--- src/rtl/mem_req_scheduler.sv ---
// Shares one single-ported memory between the instruction-fetch and data ports.
// Round-robin arbitration, one outstanding transaction, watchdog abort on silent memory.
module mem_req_scheduler #(
    parameter int ADDR_W  = 32,
    parameter int DATA_W  = 32,
    parameter int TIMEOUT = 255
) (
    input  logic              clk,
    input  logic              reset,
    input  logic              i_req,
    input  logic [ADDR_W-1:0] i_addr,
    output logic              i_ready,
    output logic [DATA_W-1:0] i_rdata,
    output logic              i_err,
    input  logic              d_req,
    input  logic [ADDR_W-1:0] d_addr,
    input  logic [DATA_W-1:0] d_wdata,
    input  logic              d_wr,
    output logic              d_ready,
    output logic [DATA_W-1:0] d_rdata,
    output logic              d_err,
    output logic              busy,
    output logic              mem_valid,
    input  logic              mem_busy,
    output logic [ADDR_W-1:0] mem_addr,
    output logic              mem_wr,
    output logic [DATA_W-1:0] mem_wdata,
    input  logic              mem_ready,
    input  logic [DATA_W-1:0] mem_rdata
);

    localparam logic [1:0] ST_IDLE  = 2'd0;
    localparam logic [1:0] ST_ISSUE = 2'd1;
    localparam logic [1:0] ST_WAIT  = 2'd2;
    localparam logic [1:0] ST_RESP  = 2'd3;

    localparam int              WD_W    = $clog2(TIMEOUT + 1);
    localparam logic [WD_W-1:0] WD_LAST = WD_W'(TIMEOUT - 1);
    localparam logic [WD_W-1:0] WD_ONE  = WD_W'(1);

    logic [1:0]      state_r;
    logic            owner_d_r;
    logic            last_grant_d_r;
    logic [WD_W-1:0] wd_r;
    logic            grant_v_s;
    logic            grant_d_s;

    // On a tie the port that did not win last time is served.
    function automatic logic pick_d(input logic ireq, input logic dreq, input logic last_d);
        pick_d = dreq & (~ireq | ~last_d);
    endfunction

    // Arbitration decision for the IDLE state.
    always_comb begin
        grant_v_s = 1'b0;
        grant_d_s = 1'b0;
        if (i_req || d_req) begin
            grant_v_s = 1'b1;
            grant_d_s = pick_d(i_req, d_req, last_grant_d_r);
        end else begin
            grant_v_s = 1'b0;
            grant_d_s = 1'b0;
        end
    end

    // Transaction FSM; every output is a register updated here.
    always_ff @(posedge clk) begin
        if (!reset) begin
            state_r        <= ST_IDLE;
            owner_d_r      <= 1'b0;
            last_grant_d_r <= 1'b1;
            wd_r           <= '0;
            i_ready        <= 1'b0;
            i_err          <= 1'b0;
            i_rdata        <= '0;
            d_ready        <= 1'b0;
            d_err          <= 1'b0;
            d_rdata        <= '0;
            busy           <= 1'b0;
            mem_valid      <= 1'b0;
            mem_addr       <= '0;
            mem_wr         <= 1'b0;
            mem_wdata      <= '0;
        end else begin
            i_ready <= 1'b0;
            i_err   <= 1'b0;
            d_ready <= 1'b0;
            d_err   <= 1'b0;
            case (state_r)
                ST_IDLE: begin
                    if (grant_v_s) begin
                        owner_d_r      <= grant_d_s;
                        last_grant_d_r <= grant_d_s;
                        mem_addr       <= grant_d_s ? d_addr : i_addr;
                        mem_wr         <= grant_d_s & d_wr;
                        if (grant_d_s) begin
                            mem_wdata <= d_wdata;
                        end
                        mem_valid <= 1'b1;
                        busy      <= 1'b1;
                        state_r   <= ST_ISSUE;
                    end
                end
                ST_ISSUE: begin
                    if (!mem_busy) begin
                        mem_valid <= 1'b0;
                        wd_r      <= '0;
                        state_r   <= ST_WAIT;
                    end
                end
                ST_WAIT: begin
                    if (mem_ready) begin
                        if (owner_d_r) begin
                            d_ready <= 1'b1;
                            // Stores keep the last load result visible.
                            if (!mem_wr) begin
                                d_rdata <= mem_rdata;
                            end
                        end else begin
                            i_ready <= 1'b1;
                            i_rdata <= mem_rdata;
                        end
                        state_r <= ST_RESP;
                    end else if (wd_r == WD_LAST) begin
                        if (owner_d_r) begin
                            d_err <= 1'b1;
                        end else begin
                            i_err <= 1'b1;
                        end
                        state_r <= ST_RESP;
                    end else begin
                        wd_r <= wd_r + WD_ONE;
                    end
                end
                ST_RESP: begin
                    busy    <= 1'b0;
                    state_r <= ST_IDLE;
                end
                default: begin
                    busy      <= 1'b0;
                    mem_valid <= 1'b0;
                    state_r   <= ST_IDLE;
                end
            endcase
        end
    end

endmodule

--- config.mk ---
export PLATFORM = sky130hd
export DESIGN_NAME = mem_req_scheduler
export DESIGN_NICKNAME = d
export VERILOG_FILES = /design/src/rtl/mem_req_scheduler.sv
export SDC_FILE = /design/constraint.sdc
export NUM_CORES = 1
export LEC_CHECK = 0
export CORE_MARGIN = 3
export CORE_UTILIZATION = 43
export DETAILED_ROUTE_END_ITERATION = 7
export PLACE_DENSITY = 0.94
export SYNTH_ARGS = -nofsm -noshare
export SYNTH_HDL_FRONTEND = slang
export SYNTH_SLANG_ARGS = --single-unit
--- constraint.sdc ---
create_clock -name clk -period 3.94 [get_ports clk]
set_input_delay 1.182 -clock clk [delete_from_list [all_inputs] [get_ports clk]]
set_output_delay 1.182 -clock clk [all_outputs]
set_load 0.02 [all_outputs]
# == Yosys cells after proc, flatten, opt, wreduce, memory -nomap -nowiden ==
# Index checks and enable logic that the tools add are counted.
# word_totals
word_cells,68
regBits,147
out_inout_bits,135
inputBits,135
# op_classes
n_eq_ne,9
addsub,1
bitwise_logic,10
reduce_logical,15
n_mux,18
# ops
operator,count
32-bit 2-to-1 mux,1
8-bit 2-to-1 mux,3
8-bit one-hot mux with 2 select lines,1
3-bit AND reduction,5
"8-bit by 1-bit adder with 8-bit output, second input constant",1
"8-bit == test, second input constant",1
2-bit 2-to-1 mux,4
"2-bit != test, second input constant",4
2-bit one-hot mux with 4 select lines,1
4-bit AND reduction,2
1-bit inverter,7
1-bit 2-to-1 mux,6
2-bit nonzero test,3
"2-bit == test, second input constant",2
1-bit one-hot mux with 2 select lines,2
2-bit AND reduction,2
4-bit OR reduction,1
"3-bit != test, second input constant",1
1-bit bitwise AND,2
"2-bit by 1-bit == test with 1-bit output, second input constant",1
2-bit logical NOT,1
1-bit logical OR,1
1-bit OR,1

# == Logic depth before layout (Yosys ltp) ==
# logic_depth
ltp_word,5
ltp_mapped,8
ltp_nobuf,7

# == Worst setup path after synthesis ==
# OpenSTA, ideal clock, no wires.
# synth_timing
path_type,in2reg
start,input port reset
end,register d_rdata[31]
stages,5
setup_ns,0.132
t_arrival_ns,2.102
n_path_buf,3
required_time_ns,3.808
slack_ns,1.706
cell_sequence,clkbuf_1 inv_2 clkbuf_1 buf_1 a21oi_1
# synth_lines
item,line,text
start: declaration,9,"input logic reset,"
end signal: assignment,117,d_rdata <= mem_rdata;
end: declaration,20,"output logic [DATA_W-1:0] d_rdata,"
# No word-level cell between the ends.

# == Final worst setup path ==
# layout_timing
start,register mem_wr
end,output port mem_wr
# layout_lines
item,line,text
start: declaration,26,"output logic mem_wr,"
start signal: assignment,95,mem_wr <= grant_d_s & d_wr;
# No word-level cell between the ends.

==> reports/results.tsv <==
stage	metric	value	unit
die	Die Span Y	120	µm
yosys	syn_area_per_cell	8.40	µm²
final_layout	Final Cell Area	9060	µm²
critical_path	crit-path max cell delay	0.66	ns
status	outcome	complete, no violations	
detailed_routing	routed length per instance	15.8	µm
final_layout	most common cell after layout, fill and taps aside	clkdlybuf4s50_1	
yosys	Yosys reg bits	147	
flow_run	Max-Cap Viols	0	
critical_path	Worst Path Arrival	1.47	ns
yosys	Synth Warn #	0	
final_layout	most frequent cells in the layout	269 x clkdlybuf4s50_1, 204 x nand2_1, 147 x dfxtp_1, 104 x a21oi_1, 43 x nor2_1	
global_routing	grt ovf	0	
timing	skew final	0.00751	ns
final_layout	ant diodes	0	
yosys	Mapped Cells	670	
global_routing	vias in the first global route	5575	
placement	Placed Instance Area	8430	µm²
timing	Tightest Pin Transition	0.689	ns
critical_path	CP delay by family, top	buffers and inverters	
detailed_routing	met3 routed WL	1840	µm
clock_network	Post-CTS Setup Bufs	0	
power	Power Dens Cells	585	nW/µm²
timing	RSZ-0062 raised after global routing	false	
clock_network	worst-case clock buffer depth	2	
placement	Post-Place Worst Slack	0.981	ns
timing	hold slack final	0.452	ns
timing	Tmin final	2.66	ns
placement	dpl cells	1071	
clock_network	hold buffers post-CTS	0	
clock_network	H-tree levels	4	
detailed_routing	vias	5635	
final_layout	Finished Layout Cells	1103	
timing	Hold Vio Cnt, Final	0	
detailed_routing	antenna viol nets, final	0	
yosys	Cell Area, Synth	5630	µm²
die	Placeable Area	12700	µm²
global_routing	maximum number of pins on one net before global-route repair	65	
die	Starting Density	0.442	
final_layout	Filler cells	940	
placement	GP Congestion	0.849	
critical_path	crit end category	output pin	
clock_network	TritonCTS Buffers	17	
critical_path	CP Class	reg2out	
detailed_routing	DRT Pass-1 Iters	5	
final_layout	Reg area	2940	µm²
timing	Fmax	376	MHz
critical_path	Critical Path RT	2.76	ns
critical_path	Critical Path Fanout Max	4	
hold_path	min-delay worst type	reg2reg	
detailed_routing	# DRC	0	
power	Leak	3.22	nW
clock_network	CTS tree	done	
critical_path	critical path cell sequence	clkdlybuf4s50_1	
die	Top Ports	270	
clock_network	PostCTS Resize Cnt	0	
global_routing	global-route wire length before repair	27300	µm
detailed_routing	top sig layer	met4	
final_layout	footprint of the multi-input gates	2480	µm²
final_layout	share of layout cells above drive strength 1	0.0548	
clock_network	clock sinks	147	
detailed_routing	total length of routed wires	17400	µm
final_layout	fin nets	1060	
timing	setup_tns	0	ns
global_routing	Overall Global Routing Usage	0.235	
clock_network	clock root buffer	clkbuf_16	
critical_path	CP Launch Type	flip-flop	
yosys	syn nets	812	
power	peak supply drop	0.344	mV
detailed_routing	via density per instance	5.11	
yosys	Netlist cell types	38	
detailed_routing	routed wire length on met2	8600	µm
timing	Slew Limit Fails	0	
yosys	Primary FF master, synth	dfxtp_1	
yosys	Post-synth ARST share	0	
detailed_routing	DRT iter0 DRCs	455	
yosys	EDFF count, synth	0	
critical_path	Worst Path Buf+Inv	1	
timing	post-route clock period utilization	0.674	
die	Rows	41	
placement	Detailed Place HPWL	12500	µm
die	die area	14500	µm²
clock_network	clock-pin transition on the worst setup and hold timing paths	0.06	ns
timing	Setup Viol. Count Final	0	
detailed_routing	met1 wire length	6370	µm
yosys	post-synthesis sequential area ratio	0.523	
die	Chip Width	120	µm
critical_path	Crit-path slowest cell	clkdlybuf4s50_1	
timing	max_slew headroom	0.541	
final_layout	Area Overhead vs Synth	60.9	%
clock_network	Skew-Pair Late Insertion Delay	0.41	ns
placement	number of port buffers	269	
global_routing	initial antenna violation count	0	
timing	setup slack after layout	1.28	ns
==> cell type report <==
| type | count | area share |
|---|---|---|
| clock buffers | 20 | 0.0493 |
| inverters | 6 | 0.00276 |
| clock inverters | 12 | 0.0198 |
| flip-flops and latches | 147 | 0.325 |
| multi-input cells | 468 | 0.273 |
| repair buffers | 278 | 0.306 |
| well taps | 172 | 0.0238 |
==> registers in the layout, indices dropped and copies added (netlist names), 2 cells and up <==
| name | flops |
|---|---|
| i_rdata | 32 |
| d_rdata | 32 |
| state_r | 2 |
| wd_r | 8 |
| mem_addr | 32 |
| mem_wdata | 32 |
==> cells in the mapped netlist, types with 2 or more instances <==
master | instances | area (µm²)
inv_1 | 5 | 18.8
nand3_1 | 3 | 15.0
clkbuf_1 | 35 | 131
nand4b_1 | 2 | 17.5
nand4_1 | 6 | 37.5
buf_4 | 3 | 22.5
nor2_1 | 45 | 169
buf_2 | 6 | 30.0
buf_1 | 4 | 15.0
nand2b_1 | 2 | 12.5
xnor2_1 | 4 | 35.0
mux2i_1 | 33 | 330
a21oi_1 | 104 | 521
dfxtp_1 | 147 | 2940
nand2_1 | 204 | 766
o21ai_0 | 3 | 15.0
or2_2 | 2 | 12.5
o211ai_1 | 2 | 15.0
ha_1 | 7 | 87.6
a211oi_1 | 34 | 255
a31o_2 | 2 | 17.5
==> final timing paths <==
| kind | to | cells after the start | slack, ns | start |
|---|---|---|---|---|
| setup / recovery | mem_wr | 1 | 1.28 | mem_wr |
| setup reg to reg | d_rdata[26] | 6 | 1.76 | state_r[0] |
| hold / removal | d_rdata[1] | 2 | 0.45 | d_rdata[1] |
| hold reg to reg | d_rdata[1] | 2 | 0.45 | d_rdata[1] |
==> report_power, final <==
part	switching, W	total, W	internal (W)
combinational	0.000965	0.00173	0.000766
clock	0.000619	0.00170	0.00108
sequential	0.000137	0.00187	0.00173
==> logic make-up (layout without fill, tap and decap cells) <==
kind of cell    after synthesis  after routing  share of synthesized area
compound gates              154            154                      0.164
flops                       147            147                      0.523
buf+inv                      55            316                     0.0413
xor+xnor                      4              4                    0.00622
mux                          33             33                     0.0587
simple gates                270            270                      0.191
fa+ha+maj                     7              7                     0.0156
==> routing by layer <==
metal / vias up / GRT usage
met3: 42 / 0.102
met2: 282 / 0.407
met1: 2559 / 0.248
met4: 0 / 0.106
li1: 2752 / -
met5: - / 0
==> worst reg2reg max path: cells and delay by family, from the launching register on <==
| family | cells | cell delay (ns) |
|---|---|---|
| AO/OA/AOI/OAI | 1 | 0.09 |
| adder cells (fa/ha/maj) | 1 | 0.50 |
| buffers and inverters | 1 | 0.11 |
| flip-flops | 1 | 0.34 |
| AND/OR/NAND/NOR | 3 | 1.03 |
==> metrics by stage <==
step / total power (W) / util
after global placement: 0.00358 / 0.663
after global routing: 0.00557 / 0.712
after floorplan: 0.00287 / -
after CTS: 0.00534 / 0.712
final: 0.00530 / 0.712
after detailed placement: 0.00363 / 0.663
Note: power is estimated with default switching activity, not from simulation.
